<file path="config.mk">
export PLATFORM = sky130hd
export DESIGN_NAME = traffic_request_ctrl
export DESIGN_NICKNAME = d
export VERILOG_FILES = /design/src/rtl/traffic_request_ctrl.sv
export SDC_FILE = /design/constraint.sdc
export NUM_CORES = 1
export LEC_CHECK = 0
export BUFFER_PORTS_ARGS = -buffer_cell sky130_fd_sc_hd__buf_2
export CAP_MARGIN = 20
export CORE_ASPECT_RATIO = 1.1
export CORE_UTILIZATION = 55
export CTS_CLUSTER_DIAMETER = 100
export CTS_CLUSTER_SIZE = 25
export DETAILED_ROUTE_END_ITERATION = 10
export HOLD_SLACK_MARGIN = 0.15
export PLACE_DENSITY = 0.79
export REMOVE_ABC_BUFFERS = 1
export SYNTH_ARGS = -nofsm -noshare
export SYNTH_HDL_FRONTEND = slang
export SYNTH_SLANG_ARGS = --single-unit
</file>
<file path="constraint.sdc">
create_clock -name clk -period 5.5 [get_ports clk]
set_input_delay 0.55 -clock clk [delete_from_list [all_inputs] [get_ports clk]]
set_output_delay 0.55 -clock clk [all_outputs]
set_load 0.1 [all_outputs]
</file>
<file path="src/rtl/traffic_request_ctrl.sv">
// traffic_request_ctrl
// Request conditioner that sits in front of the traffic light controller.
// Each raw input goes through a 2-flop synchroniser and a debounce counter,
// then a registered rising-edge detect. A detected press latches a pending
// request, which stays up until the controller acknowledges it. A single
// prioritised next-phase code is presented, with starvation protection.
//
// Optional feature: define PED_REQ_EN to build the pedestrian channel.
// Without it, ped_btn and ack_ped are ignored, req_ped is 0, and
// next_dir never takes 11.
//
// Parameters:
//   DEBOUNCE_CYCLES  stable samples needed to accept a new level (>= 2)
//   WAIT_LIMIT       pending cycles before a request counts as urgent
// Ports:
//   clk                       system clock, rising edge
//   reset                     asynchronous reset, active low
//   sensor_ns/ew, ped_btn     raw asynchronous inputs
//   ack_ns/ew/ped             one-cycle service acknowledges from the controller
//   req_ns/ew/ped             pending request flags (registered)
//   urgent                    some pending request has waited >= WAIT_LIMIT
//   next_dir                  00 none, 01 NS, 10 EW, 11 PED (registered)
module traffic_request_ctrl #(
  parameter int DEBOUNCE_CYCLES = 16,
  parameter int WAIT_LIMIT      = 1000
) (
  input  logic       clk,
  input  logic       reset,
  input  logic       sensor_ns,
  input  logic       sensor_ew,
  input  logic       ped_btn,
  input  logic       ack_ns,
  input  logic       ack_ew,
  input  logic       ack_ped,
  output logic       req_ns,
  output logic       req_ew,
  output logic       req_ped,
  output logic       urgent,
  output logic [1:0] next_dir
);

  // Debounce count never exceeds DEBOUNCE_CYCLES-1.
  localparam int CW = (DEBOUNCE_CYCLES > 2) ? $clog2(DEBOUNCE_CYCLES) : 1;

  // Channel index: 0 = NS, 1 = EW, 2 = PED (only when built).
`ifdef PED_REQ_EN
  localparam int NCH = 3;
`else
  localparam int NCH = 2;
`endif

  logic [NCH-1:0] raw_v;
  logic [NCH-1:0] ack_v;
  logic [NCH-1:0] pend_v;
  logic [NCH-1:0] urg_v;
  logic           ped_pend;
  logic           ped_urg;

`ifdef PED_REQ_EN
  assign raw_v    = {ped_btn, sensor_ew, sensor_ns};
  assign ack_v    = {ack_ped, ack_ew, ack_ns};
  assign ped_pend = pend_v[2];
  assign ped_urg  = urg_v[2];
`else
  logic unused_ped;
  assign unused_ped = ped_btn ^ ack_ped;
  assign raw_v      = {sensor_ew, sensor_ns};
  assign ack_v      = {ack_ew, ack_ns};
  assign ped_pend   = 1'b0;
  assign ped_urg    = 1'b0;
`endif

  for (genvar i = 0; i < NCH; i++) begin : g_ch
    logic          sync1, sync2;
    logic [CW-1:0] cnt;
    logic          deb, deb_d, rise;
    logic          pend;
    logic [15:0]   wcnt;

    always_ff @(posedge clk or negedge reset) begin
      if (!reset) begin
        sync1 <= 1'b0;
        sync2 <= 1'b0;
        cnt   <= '0;
        deb   <= 1'b0;
        deb_d <= 1'b0;
        rise  <= 1'b0;
        pend  <= 1'b0;
        wcnt  <= '0;
      end else begin
        sync1 <= raw_v[i];
        sync2 <= sync1;

        if (sync2 == deb) begin
          cnt <= '0;
        end else if (cnt == CW'(DEBOUNCE_CYCLES - 1)) begin
          deb <= sync2;
          cnt <= '0;
        end else begin
          cnt <= cnt + CW'(1);
        end

        // Registered edge pulse: req rises DEBOUNCE_CYCLES+3 edges after
        // the first sample of a clean input edge.
        deb_d <= deb;
        rise  <= deb & ~deb_d;

        // A fresh press beats a simultaneous ack.
        if (rise)          pend <= 1'b1;
        else if (ack_v[i]) pend <= 1'b0;

        // An ack on a pending request restarts the wait, even if a new
        // press keeps the request alive.
        if (ack_v[i] && pend)           wcnt <= '0;
        else if (pend && wcnt != '1)    wcnt <= wcnt + 16'd1;
      end
    end

    assign pend_v[i] = pend;
    assign urg_v[i]  = pend && (wcnt >= 16'(WAIT_LIMIT));
  end

  // last_served: 1 = EW served last (so NS wins the next tie), 0 = NS.
  logic       last_served;
  logic [1:0] dir_n;

  always_comb begin
    dir_n = 2'b00;
    if (ped_urg)                    dir_n = 2'b11;
    else if (urg_v[0])              dir_n = 2'b01;
    else if (urg_v[1])              dir_n = 2'b10;
    else if (ped_pend)              dir_n = 2'b11;
    else if (pend_v[0] && pend_v[1]) dir_n = last_served ? 2'b01 : 2'b10;
    else if (pend_v[0])             dir_n = 2'b01;
    else if (pend_v[1])             dir_n = 2'b10;
  end

  always_ff @(posedge clk or negedge reset) begin
    if (!reset) begin
      last_served <= 1'b1;
      next_dir    <= 2'b00;
      urgent      <= 1'b0;
    end else begin
      if (ack_ew)      last_served <= 1'b1;
      else if (ack_ns) last_served <= 1'b0;
      next_dir <= dir_n;
      urgent   <= |urg_v;
    end
  end

  assign req_ns  = pend_v[0];
  assign req_ew  = pend_v[1];
  assign req_ped = ped_pend;

endmodule
</file>
Word level (Yosys, flattened, before mapping)
Index checks and enable logic that the tools add are counted.
- bits in registers: 56
- input port bits: 8
- output and inout port bits: 6
- add/subtract/negate cells: 4
- order comparisons: 2
- eq/ne operators: 6
- muxes and demuxes: 19
- bitwise gates (word level): 6
- reductions and logical operators: 15
- operators by type and width (operator ; number):
    $mux W16 ; 4
    $add A16 B1 Y16 const B ; 2
    $ge A16 B10 Y1 const B ; 2
    $ne A16 B16 Y1 const B ; 2
    $mux W4 ; 4
    $mux W2 ; 6
    $reduce_bool A2 Y1 ; 5
    $add A4 B1 Y4 const B ; 2
    $eq A4 B4 Y1 const B ; 2
    $logic_and A1 B1 Y1 ; 7
    $mux W1 ; 5
    $not A1 Y1 ; 4
    $reduce_and A2 Y1 ; 2
    $and A1 B1 Y1 ; 2
    $eq A1 B1 Y1 ; 2
    $reduce_or A2 Y1 ; 1

Logic depth before layout (Yosys ltp)
- depth in word-level cells: 5
- depth in mapped cells: 7

Worst setup path before layout
Ideal clock, no wire load.
- kind: register -> register
- start: register g_ch[0].pend, in the netlist req_ns
- end: register g_ch[0].wcnt[13]
- data arrival time: 2228 ps
- data required time: 5423 ps
- slack: 3195 ps
- stages on the path, launching flop included: 5
- path buffers: 0
- cells stage by stage: dfrtp_1 nand3_1 or4_4 or4_1 a21oi_1
- word-level cells in the longest chain between the ends: 2
- ends and longest elaborated chain (element ; RTL line ; source):
    start, declared ; 77 ; logic pend;
    start signal, assigned ; 88 ; pend <= 1'b0;
    start signal, assigned ; 109 ; if (rise) pend <= 1'b1;
    start signal, assigned ; 110 ; else if (ack_v[i]) pend <= 1'b0;
    $logic_and A1 B1 Y1 (on tied branches) ; 114, 115 ;
    $mux W16 or $reduce_bool A2 Y1 (tied branches) ; -- ;
    end signal, assigned ; 115 ; else if (pend && wcnt != '1) wcnt <= wcnt + 16'd1;
    end, declared ; 78 ; logic [15:0] wcnt;
Several ways; a longest one is shown, not always the timed one.
A chain may end at the register's enable or synchronous reset.

Final worst setup path
- start: register g_ch[1].pend, in the netlist req_ew
- end: output port req_ew
- RTL lines (element ; RTL line ; source):
    start, declared ; 77 ;
    start signal, assigned ; 88 ;
    start signal, assigned ; 109 ;
    start signal, assigned ; 110 ;
    end, declared ; 36 ; output logic req_ew,
No word-level cell between the ends.

==> impl_metrics.py <==
metrics = {
    "critical_path": {
        "r2r_start": "g_ch[0].wcnt[0]",
        "r2r_end": "g_ch[0].wcnt[2]",
        "slowest_delay_ns": 0.77,
        "crit_required_ns": 4.95,
        "cp_slowest_cell": "dfrtp_1",
        "critPathTopFamily": "flip-flops",
        "critPathBufInv": 1,
        "worstPathCellList": "buf_2",
        "crit_arrival_ns": 1.62,
        "worstSetupPathType": "register to primary output",
        "critPathMaxFanout": 21,
        "reg2regPathDepth": 6,
        "critPathLaunchType": "register",
        "rrSetupSlack_ns": 3.37,
        "cp-end-kind": "primary output",
    },
    "clock_tree": {
        "postCtsSetupBuffers": 0,
        "clockBufferDepth": 2,
        "cts-root-buf": "clkbuf_8",
        "tritoncts": "done",
        "clk_pin_slew_ns": 0.10,
        "cts_resized": 0,
        "clk_latency_ns": 0.31,
        "cts.sinks": 56,
        "h-tree-depth": 2,
        "ctsHoldBuffers": 0,
        "cts_buffers": 5,
    },
    "synth": {
        "yosysWarnings": 0,
        "synth.distinct_cells": 50,
        "avgSynthCellArea_um2": 9.76,
        "synth_fa_ha_area_frac": 0.0262,
        "synth_edf_count": 0,
        "synthMuxAreaShare": 0.0257,
        "async_flop_share": 1.00,
        "synth_compound_area_frac": 0.165,
        "synth_xor_area_frac": 0.0122,
        "synth-seq-area-share": 0.489,
        "synth_top_family_by_area": "simple AND/OR/NAND/NOR gates",
        "ys_ff_latch": 56,
        "netlist_instances": 294,
        "synthSimpleGateAreaFrac": 0.239,
        "synthFlopType": "dfrtp_1",
        "netlist_area_um2": 2870,
    },
    "finish": {
        "n_fill_cell": 453,
        "n_antenna_cell": 0,
        "area_delta_synth_final_pct": 5.84,
        "ff_latch_area_um2": 1400,
        "drive_gt1_frac": 0.116,
        "fin_nets": 315,
        "multi_input_area_um2": 1350,
    },
    "route": {
        "detail-route-antenna-nets": 0,
        "drt_wl_total_mm": 5.30,
        "routedWlPerCell_um": 14.7,
        "vias": 2256,
        "vias_per_cell": 6.27,
        "drcViolationCount": 0,
        "drtPass1Iterations": 4,
        "drtIter0Drc": 144,
    },
    "hold_path": {
        "hold_class": "primary input to asynchronous set/reset pin",
    },
    "power_and_ir_drop": {
        "p_switching_mw": 0.166,
        "switching_share": 0.236,
        "p_leak_nw": 1.25,
        "p_per_area_nw_per_um2": 232,
        "p_comb_frac": 0.050,
        "power.internal_mw": 0.537,
        "p_clk_frac": 0.334,
        "ir_worst_vdd_v": 0.000150,
        "power_frac_seq": 0.616,
    },
    "timing": {
        "worst_pin_slew_ns": 0.883,
        "finalSetupTns_ns": 0,
        "fmax_ghz": 0.460,
        "layout_worst_path_cycle_share": 0.395,
        "fin_skew_ns": 0.00655,
        "setup_viol": 0,
        "hold_viol_final": 0,
        "fin_hold_ws_ns": 0.343,
        "rsz0062_at_grt": "no",
        "relSlewSlack": 0.406,
        "finalMaxSlewViolations": 0,
        "period_minus_slack_ns": 2.17,
    },
    "place": {
        "place_congestion": 0.866,
        "io_buffers": 10,
        "dp_hpwl_mm": 3.61,
    },
    "global_routing": {
        "antenna_found_initial": 0,
        "grt_max_degree": 57,
        "grt_pass1_wl_mm": 9.34,
        "grtUsageTotal": 0.213,
        "grt_pass1_vias": 2053,
        "overflow": 0,
    },
    "floorplan": {
        "die-area_um2": 5510,
        "dieHeight_um": 77.8,
        "design.portCount": 14,
        "initial_core_util": 0.574,
        "core_area_um2": 5000,
        "core.rowCount": 27,
        "die_x_um": 70.9,
    },
    "job": {
        "maxCapViolations": 0,
    },
    "outcome": {
        "outcome": "completed",
    },
}
[power by group through the flow]
stage	clock network, mW	logic, mW	registers, mW
after floorplan	0	0.0202	0.439
after global placement	0	0.0347	0.440
after detailed placement	0	0.0361	0.441
after CTS	0.247	0.0362	0.433
after global routing	0.259	0.0405	0.435
final	0.235	0.0352	0.433
[cell type report]
class | instances | share of cell area
Timing Repair Buffer | 13 | 0.0231
Sequential cell | 56 | 0.462
Clock buffer | 6 | 0.0272
Multi-Input combinational cell | 212 | 0.443
Clock inverter | 2 | 0.00453
Inverter | 13 | 0.0161
Tap cell | 58 | 0.0239
[metal layers]
layer  track usage  vias to the layer above  wire length, um
met1         0.277                     1083             2330
met2         0.357                       56             2630
met5             0                        -                0
met3        0.0364                       10              249
li1              -                     1107                -
met4        0.0800                        0               89
[cells in the mapped netlist (2+ instances only)]
library cell  count  share of area
a211oi_1          2         0.0052
a21oi_1          25          0.044
a22o_1            2         0.0061
a31oi_1           4         0.0087
and2_1            2         0.0044
and2_2            2         0.0052
and3_1            4         0.0087
and4_1            5          0.015
buf_4             2         0.0052
buf_6             2         0.0078
clkbuf_1          9          0.012
dfrtp_1          55           0.48
ha_1              6          0.026
inv_1            13          0.017
mux2_2            3          0.012
mux2i_1           4          0.014
nand2_1          26          0.034
nand2b_1          7          0.015
nand3_1          12          0.021
nand4_1          10          0.022
nand4b_1          2         0.0061
nor2_1           14          0.018
nor2b_1           4         0.0087
nor3_1            8          0.014
nor3b_1           2         0.0052
nor4_1            5          0.011
o2111ai_1         2         0.0061
o211ai_1          3         0.0078
o21a_1            3         0.0078
o21ai_0          15          0.026
o311ai_0          2         0.0061
o31ai_1           6          0.016
o41ai_1           2         0.0061
or3_1             3         0.0065
or3_2             3         0.0078
or4_1             7          0.018
or4_2             2         0.0061
xnor2_1           4          0.012
[sequential cells by signal, indices dropped and copies added (netlist names)]
name,count
req_ns,1
g_ch.wcnt,32
last_served,1
g_ch.deb,2
g_ch.rise,2
g_ch.sync2,2
req_ew,1
next_dir,2
urgent,1
g_ch.cnt,8
g_ch.sync1,2
g_ch.deb_d,2
[metrics by stage]
stage          power (mW)   util  area (um2)  cells  setup slack (ns)
2_1_floorplan       0.459      -        2800    281              3.06
3_3_place_gp        0.475  0.587        2940    351              3.48
3_5_place_dp        0.477  0.587        2940    351              3.42
4_1_cts             0.716  0.606        3030    359              3.30
5_1_grt             0.735  0.607        3040    360              3.22
6_report            0.703  0.607        3040    360              3.33
[logic make-up (layout without fill, tap and decap cells)]
group           Yosys count  in the layout
compound gates           74             74
xor+xnor                  4              4
fa+ha+maj                 6              6
buf+inv                  26             34
flops                    56             56
mux                       7              7
other cells               1              1
simple gates            120            120
[worst max path at each step]
stage / slack (ns) / from / depth (start not counted) / endpoint
detailed placement: 3.42 / g_ch[0].wcnt[0] / 6 / g_ch[0].wcnt[2]
CTS: 3.30 / req_ew / 1 / req_ew
floorplan: 3.06 / req_ns / 4 / g_ch[0].wcnt[13]
global route: 3.22 / g_ch[0].wcnt[0] / 6 / g_ch[0].wcnt[2]
finish: 3.33 / req_ew / 1 / req_ew
global placement: 3.48 / g_ch[0].wcnt[0] / 6 / g_ch[0].wcnt[2]
[placed cells by master, fill, tap and decap left out, drive strengths merged, types with 5 or more instances in the layout]
cell type  synthesis  final
a21oi             25     25
and4               5      5
buf                4     12
clkbuf             9      7
dfrtp             55     55
ha                 6      6
inv               13     14
nand2             26     26
nand2b             7      7
nand3             12     12
nand4             11     11
nor2              14     14
nor3               8      8
nor4               5      5
o21ai             15     15
o31ai              6      6
or3                6      6
or4               10     10
No activity file was read; power rests on OpenSTA's default activity.
